**config.mk**
```make
export PLATFORM = sky130hd
export DESIGN_NAME = bcd_parity_up_counter
export DESIGN_NICKNAME = d
export VERILOG_FILES = /design/src/rtl/bcd_parity_up_counter.sv
export SDC_FILE = /design/constraint.sdc
export NUM_CORES = 1
export LEC_CHECK = 0
export ABC_AREA = 1
export ABC_CLOCK_PERIOD_IN_PS = 3260
export BUFFER_PORTS_ARGS = -buffer_cell sky130_fd_sc_hd__buf_2
export CAP_MARGIN = 10
export CORE_ASPECT_RATIO = 2
export CORE_MARGIN = 3
export CORE_UTILIZATION = 50
export DETAILED_ROUTE_END_ITERATION = 16
export PLACE_DENSITY_LB_ADDON = 0.2
export SLEW_MARGIN = 10
export SYNTH_ARGS = -nofsm -noshare
export SYNTH_HDL_FRONTEND = slang
export SYNTH_SLANG_ARGS = --single-unit
```
**constraint.sdc**
```tcl
create_clock -name clock -period 3.26 [get_ports clock]
set_clock_uncertainty 0.1 [all_clocks]
set_input_delay 0.326 -clock clock [delete_from_list [all_inputs] [get_ports clock]]
set_output_delay 0.326 -clock clock [all_outputs]
set_load 0.02 [all_outputs]
```
**src/rtl/bcd_parity_up_counter.sv**
```systemverilog
// bcd_parity_up_counter: two-digit even/odd BCD up-counter with active-low seven-segment outputs.
// Define TERMINAL_STOP_EN to hold at 98/99 instead of wrapping to the sequence start.
module bcd_parity_up_counter #(
    parameter int TICK_DIV = 50000000
) (
    input  logic       clock,
    input  logic       reset,
    input  logic       enable,
    input  logic       odd,
    input  logic       load,
    input  logic [7:0] load_val,
    output logic [3:0] bcd0,
    output logic [3:0] bcd1,
    output logic [6:0] hex0,
    output logic [6:0] hex1,
    output logic       wrap
);
    localparam int DW = $clog2(TICK_DIV);
    logic [DW-1:0] div;
    logic          tick, match, carry, tens_top, load_ok, step;
    logic [4:0]    sum;
    logic [3:0]    units_nx, tens_nx;
    function automatic logic [6:0] seg7(input logic [3:0] d);
        case (d)
            4'd0:    seg7 = 7'b1000000;
            4'd1:    seg7 = 7'b1111001;
            4'd2:    seg7 = 7'b0100100;
            4'd3:    seg7 = 7'b0110000;
            4'd4:    seg7 = 7'b0011001;
            4'd5:    seg7 = 7'b0010010;
            4'd6:    seg7 = 7'b0000010;
            4'd7:    seg7 = 7'b1111000;
            4'd8:    seg7 = 7'b0000000;
            4'd9:    seg7 = 7'b0010000;
            default: seg7 = 7'b1111111;
        endcase
    endfunction
    // a parity mismatch steps by one, which lands the value back on the mode's parity
    always_comb begin
        tick     = div == DW'(TICK_DIV - 1);
        match    = bcd0[0] == odd;
        sum      = {1'b0, bcd0} + (match ? 5'd2 : 5'd1);
        carry    = sum > 5'd9;
        units_nx = carry ? 4'(sum - 5'd10) : sum[3:0];
        tens_top = carry && bcd1 == 4'd9;
        tens_nx  = tens_top ? 4'd0 : bcd1 + 4'(carry);
        load_ok  = load_val[7:4] <= 4'd9 && load_val[3:0] <= 4'd9;
`ifdef TERMINAL_STOP_EN
        step     = tick && enable && !load && !tens_top;
`else
        step     = tick && enable && !load;
`endif
    end
    // an invalid load still blocks the step: the value holds that cycle
    always_ff @(posedge clock) begin
        if (reset) begin
            div  <= '0;
            bcd0 <= 4'd0;
            bcd1 <= 4'd0;
            wrap <= 1'b0;
        end else begin
            div  <= tick ? '0 : div + DW'(1);
            wrap <= step && tens_top;
            if (load && load_ok) begin
                bcd1 <= load_val[7:4];
                bcd0 <= load_val[3:0];
            end else if (step) begin
                bcd1 <= tens_nx;
                bcd0 <= units_nx;
            end
        end
    end
    assign hex0 = seg7(bcd0);
    assign hex1 = seg7(bcd1);
endmodule

```
Yosys cells after proc, flatten, opt, wreduce, memory -nomap -nowiden:

Memories as Yosys holds them, arrays and structs flattened. A register that Yosys moved wholly into a read port is not among the register bits.
Cells that the tools add are included.

* bits in registers: 35
* bits in read-only memories: 224
* output and inout bits: 23
* word-level logic and storage cells: 36
* memories: 2

* add/subtract/negate cells: 4
* $lt $le $gt $ge: 3
* equality and inequality tests: 3
* mux-type cells: 11
* reduce and logical (&&, ||, !) cells: 9

Memory list
* (name not given): depth 16, width 7, rd ports 1, clocked after Yosys merged registers in 1, wr ports 0, line 24 `case (d)`
* (name not given): depth 16, width 7, rd ports 1, clocked after Yosys merged registers in 1, wr ports 0, line 24

Operators with widths (number)
* 4-bit two-way mux: 10
* 26-bit by 1-bit adder with 26-bit output, second input constant: 1
* 26-bit == test, second input constant: 1
* 4-bit <= comparator, second input constant: 2
* 1-bit logical AND: 6
* 4-bit by 2-bit adder with 5-bit output: 1
* 5-bit by 4-bit > comparator with 1-bit output, second input constant: 1
* 4-bit by 1-bit adder with 4-bit output: 1
* 4-bit == test, second input constant: 1
* 4-bit subtractor, second input constant: 1
* 2-bit two-way mux: 1
* 2-bit nonzero test: 1
* 2-bit OR reduction: 1
* 1-bit == test: 1
* 1-bit logical NOT: 1

Depth between registers and ports, before layout:

Gate-level depths: netlist of the first run.

* depth in word-level cells: 10
* gate-level depth with buffers: 21
* gate-level depth less buffers: 21

Worst setup path before layout of the first run:

No wires, ideal clock.

* path type: register -> register
* start: register bcd0[0]
* end: register, netlist name hex1[3]
* library setup time: 0.113 ns
* arrival time: 3.050 ns
* slack: -0.003 ns
* cell stages (with the launch flop): 18
* path buffers: 0
* period minus slack after synthesis: 3.263 ns
* cells stage by stage: dfxtp_1 -> ha_1 -> inv_1 -> fa_1 -> nand3_1 -> nand3_1 -> nand2_1 -> ha_1 -> ha_1 -> nand3_1 -> nand3_1 -> nand2_1 -> inv_1 -> ha_1 -> inv_1 -> nand3_1 -> nand3_1 -> nand2_1

* longest elaborated chain between the ends: 10

Ends and longest elaborated chain
* start: declaration: line 12 `output logic [3:0] bcd0,`
* start signal: assignment: line 66 `bcd0 <= load_val[3:0];`
* start signal: assignment: line 69 `bcd0 <= units_nx;`
* 1-bit == test: line 41 `match = bcd0[0] == odd;`
* 2-bit two-way mux: line 42 `sum = {1'b0, bcd0} + (match ? 5'd2 : 5'd1);`
* 4-bit by 2-bit adder with 5-bit output *: line 42
* 5-bit by 4-bit > comparator with 1-bit output *: line 43 `carry = sum > 5'd9;`
* 4-bit by 1-bit adder with 4-bit output or 1-bit logical AND (tied branches): line 46, 45
* 4-bit two-way mux *: line 46 `tens_nx = tens_top ? 4'd0 : bcd1 + 4'(carry);`
* 4-bit two-way mux *: line 67 `end else if (step) begin`
* 4-bit two-way mux *: line 64 `if (load && load_ok) begin`
* 4-bit two-way mux (no source line) * (2 in series)

Every way passes the cells marked *; elsewhere a longest branch is shown, timed or not. The select of a mux whose other input is x is not followed.
A chain may end at the register's enable or synchronous reset.

Worst setup path in the final report of the first run:

* start: register bcd0[0]
* end: register, netlist name hex1[3]

* longest elaborated chain between the ends: 10

Ends and longest elaborated chain (line)
* 1-bit == test: 41
* 2-bit two-way mux: 42
* 4-bit by 2-bit adder with 5-bit output *: 42
* 5-bit by 4-bit > comparator with 1-bit output *: 43
* 4-bit by 1-bit adder with 4-bit output or 1-bit logical AND (tied branches): 46, 45
* 4-bit two-way mux *: 46
* 4-bit two-way mux *: 67
* 4-bit two-way mux *: 64
* 4-bit two-way mux (no source line) * (2 in series)

Marked as above.

==> out/metrics.csv, run 1 <==
metric;value;unit
initial antenna violation count;0;
R2R cell count;17;
Layout Nets;470;
WHS Path Cells;2;
Detailed Routing Iterations Pass 1;5;
Clock power frac;0.325;
share of power burned in combinational logic;0.181;
core footprint;5278;um^2
CTS tree;built;
crit path DAT;3.16;ns
most frequent cells in the layout;nand2_1, inv_1, dfxtp_1;
Max IR drop VDD;0.3559;mV
Seq pwr share;0.494;
Mapped Nets;424;
critical path required time;3.36;ns
H-tree level count;2;
clock sinks;49;
post-detail-place hpwl;4985;um
# IOs;36;
cell area after layout;3221;um^2
slew at the pin closest to its max-slew limit;0.5744;ns
R2R setup slack;0.20;ns
Synth Warn #;0;
relative slew slack;0.6147;
DR vias;2576;
max frequency;326.6;MHz
CTS Buffer Depth;2;
Synth Cell Area;2791;um^2
Hold EP;wrap;
min Tclk post-route;3.062;ns
post-route ant nets;0;
HP Class;in -> reg;
power per standard cell area;403.4;nW/um^2
commonest non-fill, non-tap cell in the layout;nand2_1;
max-slew violation count;0;
gr usage total;0.2000;
count of different cell masters after synthesis;34;
CP max FO;4;
port bufs;35;
NetSw;0.3635;mW
register area;982.2;um^2
die height;111.7;um
Hold Crit Start;reset;
Worst R2R Start;bcd0[0];
Root Buffer;clkbuf_8;
Setup Buffers After CTS;0;
Top cell by count, worst path;nand3_2;
Worst setup EP type;register;
die width;58.84;um
Slowest cell on crit path;fa_2;
layout cell share with drive strength beyond 1;0.2273;
Tcrit/Tclk final;0.9393;
leakage power;1.557;nW
Via-to-Cell Ratio;5.173;
multi-input logic area;1603;um^2
Residual DRC;0;
Switching Fraction;0.2798;
worst-path cell chain;ha_4 -> inv_1 -> fa_2 -> nand3_2 -> nand3_2 -> nand2_2 -> ha_1 -> ha_1 -> nand3_2 -> nand3_2 -> nand2_2 -> inv_1 -> ha_1 -> inv_1 -> nand3_1 -> nand3_1 -> nand2_1;
Syn Inst Count;394;
worst reg2reg endpoint;hex1[3];
Top delay family on crit path;adder cells;
cts bufs inserted;5;
first-pass GRT wire length;10500;um
max incr delay on CP;0.55;ns
status;finished, final reports clean;
Seq/Total Area, Yosys;0.3514;
GR Overflow Total;0;
Startpoint Class;register;
worst path buffer plus inverter count;3;
gpl congestion;0.8029;
Final Setup Violations;0;
# rows;37;
fill cell count;533;
Routed WL;6158;um
Crit Path Class;reg -> reg;
placed cell area;3078;um^2
#FFs+latches synth;49;
number of DRC markers in iteration 0;86;
vias in the first global route;2578;
placed cells;491;
Layout Area Growth over Synthesis;15.37;%
Initial Util;0.5289;
Power Internal;0.9358;mW
final hold vios;0;
clock slew at reported path FFs;0.09;ns
per-cell routed wire length;12.37;um
Die ar.;6570;um^2
Antenna Cells;0;
clock latency on the worst-skew pair;0.30;ns
final non-filler cell total;498;
pin count of the biggest net entering global routing;19;
RSZ-0062 raised after global routing;no;
Synth Area per Inst;7.085;um^2
max-cap violation count;0;
[sequential cells by signal, indices dropped and copies added (netlist names)]
name	flops
bcd1	4
bcd0	4
hex1	7
div	26
hex0	7
wrap	1
[cell usage after synthesis]
master | number | area [um^2]
a21oi_1 | 12 | 60.06
a31oi_1 | 1 | 6.260
buf_2 | 1 | 5.000
clkbuf_1 | 1 | 3.750
clkinv_1 | 2 | 7.510
dfxtp_1 | 49 | 980.9
fa_1 | 1 | 20.02
ha_1 | 16 | 200.2
inv_1 | 50 | 187.7
inv_2 | 10 | 37.54
inv_4 | 1 | 6.260
nand2_1 | 92 | 345.3
nand2_2 | 5 | 31.28
nand2_4 | 4 | 45.04
nand3_1 | 38 | 190.2
nand3_2 | 4 | 40.04
nand3_4 | 3 | 52.55
nand4_1 | 7 | 43.79
nor2_1 | 42 | 157.7
nor2_2 | 7 | 43.79
nor2_4 | 3 | 33.78
nor3_1 | 13 | 65.06
nor3_2 | 1 | 10.01
nor3b_1 | 2 | 15.01
nor4_1 | 2 | 12.51
o21a_1 | 1 | 7.510
o21ai_0 | 7 | 35.03
o21ai_1 | 5 | 25.02
o21ai_2 | 2 | 17.52
o21ai_4 | 1 | 16.27
or2_2 | 2 | 12.51
or3_1 | 1 | 6.260
xnor2_1 | 3 | 26.28
xor2_1 | 5 | 43.79
[metal layers]
metal  global-route usage  part of all wire  up-vias
met2               0.4032              0.59       41
met1               0.1806              0.36     1177
met4              0.08018             0.023        0
met5                    0                 0        -
li1                     -                 -     1345
met3              0.03132             0.025       13
[power groups by stage]
stage | clock, mW | combinational [mW] | sequential (mW)
after global routing | 0.456 | 0.265 | 0.645
final | 0.422 | 0.236 | 0.642
after CTS | 0.431 | 0.233 | 0.642
after floorplan | 0 | 0.125 | 0.686
after detailed placement | 0 | 0.231 | 0.655
after global placement | 0 | 0.227 | 0.653
[worst max path at each step]
stage | from | to | cells past startpoint
after floorplan | bcd0[0] | hex1[3] | 17
after global placement | odd | hex1[3] | 19
after detailed placement | odd | hex1[3] | 19
after CTS | bcd0[0] | hex1[3] | 17
after global routing | bcd0[0] | hex1[3] | 17
final | bcd0[0] | hex1[3] | 17
[repair_timing]
action | 4_1_cts | 5_1_grt
setup endpoints to repair | 0 | 6
gates resized for setup | 0 | 8
hold buffers | 0 | 0
[metrics by stage]
stage	hold slack, ns	TNS (ns)	power [mW]	setup slack [ns]	utilization
finish	0.1965	0	1.299	0.1978	0.6102
global route	0.1876	0	1.366	0.004810	0.6102
CTS	0.1773	0	1.305	0.01600	0.6029
detailed placement	0.3612	-0.01440	0.8857	-0.01440	0.5832
global placement	0.3471	0	0.8804	0.04437	0.5832
floorplan	0.3053	0	0.8112	0.03671	-
[cell families (layout without fill, tap and decap cells)]
kind of cell               count (synthesis)  in the layout  share of synthesized area
buffers and inverters                     65            111                    0.08875
AOI/OAI and AO/OA                         29             29                    0.06007
adders and majority gates                 17             17                    0.07889
and+or+nand+nor                          226            226                     0.3958
DFF                                       49             49                     0.3514
xor gates and xnor gates                   8              8                    0.02510
[final cells by class]
cell class,instances,area share
Tap cell,58,0.02253
Timing Repair Buffer,41,0.06838
Multi-Input combinational cell,280,0.4977
Clock buffer,5,0.02137
Clock inverter,2,0.01088
Sequential cell,49,0.3050
Inverter,63,0.07420
(Power assumes the default switching activity.)
==> run 2, diff against run 1 <==
ABC_CLOCK_PERIOD_IN_PS = 3900   (was 3260)
clock period = 3.9 ns   (was 3.26 ns; I/O delays follow)
==> run 2 against run 1 <==
Effect of this change:
- utilization fell by 1.5 points
- final cell count fell by 0.80%
- first-iteration DRC count fell by 33%
- non-clock buffer count fell by 5
- largest cell class unchanged
- sequential power fell by 17%
- critical path depth did not move
- sequential share of layout area rose by 0.75 points
- design area fell by 2.5%
==> out/metrics.csv, run 2 (synthesized netlist as in run 1, its figures left out) <==
metric;value;unit;change
PostCTS Resize Cnt;0;;unchanged
Hold EP;div[6];;
H-tree level count;2;;unchanged
clock latency on the worst-skew pair;0.30;ns;about the same
min Tclk post-route;3.476;ns;+0.4133 ns
gr usage total;0.1947;;-0.005238
Root Buffer;clkbuf_8;;
RSZ-0062 raised after global routing;no;;
die width;58.84;um;unchanged
Layout Area Growth over Synthesis;12.46;%;
max reg flops;26;;unchanged
clock slew at reported path FFs;0.09;ns;about the same
Switching Fraction;0.2843;;+0.004545
# IOs;36;;unchanged
Worst setup EP type;register;;
leakage power;1.523;nW;-2.2%
slew at the pin closest to its max-slew limit;0.5649;ns;-0.009583 ns
layout cell share with drive strength beyond 1;0.1995;;-0.02773
HP Class;in -> reg;;
status;finished, final reports clean;;
Antenna Cells;0;;unchanged
Tcrit/Tclk final;0.8912;;-0.04818
relative slew slack;0.6211;;+0.006428
NetSw;0.2968;mW;-18%
WHS Path Cells;2;;unchanged
Worst R2R Start;bcd0[0];;
final hold vios;0;;unchanged
placed cell area;3038;um^2;-1.3%
core footprint;5278;um^2;unchanged
Detailed Routing Iterations Pass 1;4;;-1
CP max FO;6;;+2
power per standard cell area;332.5;nW/um^2;-18%
GR Overflow Total;0;;unchanged
critical path required time;4.00;ns;+0.64 ns
Max IR drop VDD;0.2262;mV;-36%
crit path DAT;3.58;ns;+0.42 ns
Startpoint Class;register;;
per-cell routed wire length;12.19;um;-1.4%
Hold Crit Start;reset;;
clock sinks;49;;unchanged
post-detail-place hpwl;4953;um;-0.64%
multi-input logic area;1563;um^2;-2.5%
setup tns final;0;ns;unchanged
CTS Hold Bufs;0;;unchanged
first-pass GRT wire length;10350;um;-1.4%
initial antenna violation count;0;;unchanged
commonest non-fill, non-tap cell in the layout;nand2_1;;
CTS Buffer Depth;2;;unchanged
Setup Buffers After CTS;0;;unchanged
R2R setup slack;0.42;ns;+0.23 ns
share of power burned in combinational logic;0.175;;-0.006
die height;111.7;um;unchanged
Hold Slack;0.2584;ns;+0.06194 ns
Die ar.;6570;um^2;unchanged
register area;980.9;um^2;-0.13%
max-slew violation count;0;;unchanged
post-route ant nets;0;;unchanged
R2R cell count;17;;unchanged
placed cells;486;;-1.0%
Initial Util;0.5289;;unchanged
CTS tree;built;;
Crit Path Class;reg -> reg;;
max-cap violation count;0;;unchanged
fill cell count;518;;-2.8%
DR vias;2529;;-1.8%
Worst setup startpoint;bcd0[0];;
Biggest register;div;;
Clock power frac;0.311;;-0.014
Power Internal;0.7471;mW;-20%
most frequent cells in the layout;nand2_1, inv_1, dfxtp_1;;
number of DRC markers in iteration 0;58;;-33%
cell area after layout;3139;um^2;-2.5%
gpl congestion;0.8161;;+1.6%
# rows;37;;unchanged
worst reg2reg endpoint;hex1[3];;
vias in the first global route;2540;;-1.5%
Seq pwr share;0.514;;+0.020
Routed WL;6022;um;-2.2%
port bufs;35;;unchanged
Via-to-Cell Ratio;5.119;;-1.0%
Layout Nets;465;;-1.1%
pin count of the biggest net entering global routing;19;;unchanged
max frequency;287.7;MHz;-12%
Final Setup Violations;0;;unchanged
final non-filler cell total;494;;-0.80%
cts bufs inserted;5;;unchanged
Residual DRC;0;;unchanged
==> run 2: critical path, stage by stage (launching register included) <==
cell and delay [ns]:
dfxtp_1 0.37, ha_1 0.34, inv_1 0.07, fa_1 0.59
nand3_1 0.10, nand3_1 0.10, nand2_1 0.14, ha_1 0.23
ha_1 0.27, nand3_1 0.08, nand3_1 0.09, nand2_1 0.20
inv_1 0.11, ha_1 0.29, inv_1 0.05, nand3_1 0.10
nand3_1 0.12, nand2_1 0.05
==> run 2: layout make-up <==
cell class,instances,area share
multi-input cells,280,0.4978
flip-flops and latches,49,0.3125
inverters,63,0.07613
repair buffers,36,0.05819
clock buffers,7,0.03069
well taps,58,0.02312
clock inverters,1,0.001594
==> run 2: layer usage <==
layer,global-route usage,vias to the layer above,routed length (um)
met4,0.05446,0,57
met5,0,-,0
met1,0.1792,1159,2232
met2,0.4047,33,3609
li1,-,1332,-
met3,0.02436,5,122
==> run 2: worst max-delay path by stage <==
stage / cells after the start / end
floorplan: 17 / hex1[3]
global placement: 19 / hex1[3]
detailed placement: 19 / hex1[3]
CTS: 17 / hex1[3]
global route: 17 / hex1[3]
finish: 17 / hex1[3]
==> run 2: power by group through the flow <==
stage               Combinational (mW)  Clock [mW]  Sequential, mW
floorplan                        0.104           0           0.573
global placement                 0.181           0           0.547
detailed placement               0.184           0           0.548
CTS                              0.185       0.333           0.537
global route                     0.206       0.356           0.539
finish                           0.183       0.325           0.536
==> run 2: through the flow <==
stage,total power [mW],utilization,worst slack [ns]
after global placement,0.7283,0.5756,0.3717
after floorplan,0.6778,-,0.6366
after global routing,1.102,0.5948,0.1234
after CTS,1.055,0.5948,0.3988
final,1.044,0.5948,0.4245
after detailed placement,0.7324,0.5756,0.2709
==> run 3, diff against run 2 <==
ABC_CLOCK_PERIOD_IN_PS = 3300   (was 3900)
clock period = 3.3 ns   (was 3.9 ns; I/O delays follow)
==> run 3 against run 2 <==
Effect of this change:
- fmax grew 13%
- final cell count grew 1.0%
- largest power group unchanged
- global-route usage grew 1.3 points
- design area grew 1.3%
- first-iteration DRC count grew 50%
- critical path depth grew 2
- sequential power grew 18%
- register-to-register slack lost 0.21 ns
- worst hold slack lost 0.085 ns
- sequential cell count is the same
- combinational power grew 26%
- setup slack lost 0.21 ns
==> out/metrics.csv, run 3 (synthesized netlist as in run 1, its figures left out) <==
metric;value;unit;change
status;finished, final reports clean;;
final non-filler cell total;499;;+1.0%
worst setup margin;0.2107;ns;-0.2138 ns
crit path DAT;3.20;ns;-0.38 ns
Worst setup EP type;register;;
routed length on met2;3524;um;-2.4%
Residual DRC;0;;unchanged
max frequency;323.7;MHz;+13%
final hold vios;0;;unchanged
power per standard cell area;384.8;nW/um^2;+16%
Hold EP;wrap;;
commonest non-fill, non-tap cell in the layout;nand2_1;;
CTS Hold Bufs;0;;unchanged
Hold Crit Start;reset;;
clock latency on the worst-skew pair;0.31;ns;about the same
Initial Util;0.5289;;unchanged
die height;111.7;um;unchanged
DR top layer;met4;;
M1 WL;2289;um;+2.6%
leakage power;1.540;nW;+1.1%
Tcrit/Tclk final;0.9361;;+0.04499
gr usage total;0.2079;;+0.01322
max-slew violation count;0;;unchanged
DR vias;2528;;-0.040%
cell area after layout;3179;um^2;+1.3%
HP Class;in -> reg;;
most frequent cells in the layout;nand2_1, inv_1, dfxtp_1;;
slew at the pin closest to its max-slew limit;0.5616;ns;-0.003232 ns
R2R setup slack;0.21;ns;-0.21 ns
cts bufs inserted;5;;unchanged
Layout Nets;471;;+1.3%
Biggest register;div;;
core footprint;5278;um^2;unchanged
die width;58.84;um;unchanged
number of DRC markers in iteration 0;87;;+50%
R2R cell count;19;;+2
RSZ-0062 raised after global routing;no;;
max reg flops;26;;unchanged
GR Overflow Total;0;;unchanged
Max IR drop VDD;0.3182;mV;+41%
first-pass GRT wire length;10630;um;+2.7%
max-cap violation count;0;;unchanged
vias in the first global route;2545;;+0.20%
critical path required time;3.41;ns;-0.59 ns
Root Buffer;clkbuf_8;;
H-tree level count;2;;unchanged
clock slew at reported path FFs;0.09;ns;about the same
worst reg2reg endpoint;hex1[3];;
Worst R2R Start;bcd0[0];;
min Tclk post-route;3.089;ns;-0.3862 ns
CTS tree;built;;
Via-to-Cell Ratio;5.066;;-1.0%
clock sinks;49;;unchanged
CP max FO;4;;-2
CTS Buffer Depth;2;;unchanged
Detailed Routing Iterations Pass 1;4;;unchanged
layout cell share with drive strength beyond 1;0.2154;;+0.01588
Final Setup Violations;0;;unchanged
Crit Path Class;reg -> reg;;
pre-CTS WS;0.02470;ns;-0.2462 ns
placed cells;491;;+1.0%
# IOs;36;;unchanged
port bufs;35;;unchanged
Routed WL;6169;um;+2.4%
pin count of the biggest net entering global routing;19;;unchanged
initial antenna violation count;0;;unchanged
Layout Area Growth over Synthesis;13.90;%;
setup tns final;0;ns;unchanged
Power Total;1.223;mW;+17%
Die ar.;6570;um^2;unchanged
Startpoint Class;register;;
post-route ant nets;0;;unchanged
# rows;37;;unchanged
WHS Path Cells;2;;unchanged
placed cell area;3075;um^2;+1.2%
Routed met3 length;155;um;+27%
post-detail-place hpwl;4926;um;-0.56%
Antenna Cells;0;;unchanged
relative slew slack;0.6233;;+0.002168
per-cell routed wire length;12.36;um;+1.4%
gpl congestion;0.8113;;-0.59%
## run 3: changes by cell type in the layout (fill, tap and decap cells not counted)
cell      change
fa_1          -1
ha_1          -1
buf_4         +6
nand2_2       +2
ha_2          +1
clkbuf_1      +1
clkinv_2      -1
fa_2          +1
clkbuf_8      -1
nand2_1       -2
## run 3: worst max-delay path by stage
stage                        from  endpoint  depth (start not counted)
final                     bcd0[0]   hex1[3]                         19
after global routing      bcd0[0]   hex1[3]                         17
after CTS                 bcd0[0]   hex1[3]                         19
after detailed placement      odd   hex1[3]                         21
after global placement        odd   hex1[3]                         19
after floorplan           bcd0[0]   hex1[3]                         17
## run 3: layout make-up
class	count	area, um^2
well taps	58	72.57
repair buffers	42	227.7
inverters	63	239.0
clock buffers	7	86.33
fillers	533	2098
flip-flops and latches	49	980.9
multi-input cells	280	1573
## run 3: power breakdown
group / internal [mW] / switching, mW / leakage, nW
sequential: 0.619 / 0.0130 / 0.399
combinational: 0.0837 / 0.147 / 1.10
clock: 0.167 / 0.194 / 0.0443
## run 3: worst max-delay path, stage by stage, from the launching register on
cell	delay (ns)
dfxtp_1	0.32
ha_1	0.28
buf_4	0.15
ha_1	0.28
nand3_1	0.11
nand2_1	0.10
nand2_1	0.06
nand3_1	0.12
nand2_2	0.10
ha_2	0.19
ha_1	0.26
nand3_1	0.08
nand3_1	0.10
nand2_2	0.08
inv_1	0.07
ha_1	0.28
inv_1	0.05
nand3_1	0.09
nand3_1	0.11
nand2_1	0.05
## run 3: routing by layer
layer  track usage  vias up
li1              -     1337
met1        0.1914     1139
met2        0.3973       36
met3       0.04292       16
met4        0.1074        0
met5             0        -
## run 3: repair_timing
item | 4_1_cts | 5_1_grt
resized for setup | 0 | 4
setup endpoints to repair | 0 | 4
setup buffers | 0 | 1
## run 3: metrics by stage
stage            util  hold slack (ns)
6_report       0.6024           0.1737
5_1_grt        0.6024           0.1700
4_1_cts        0.5991           0.1607
3_5_place_dp   0.5827           0.3629
3_3_place_gp   0.5827           0.3472
2_1_floorplan       -           0.3093
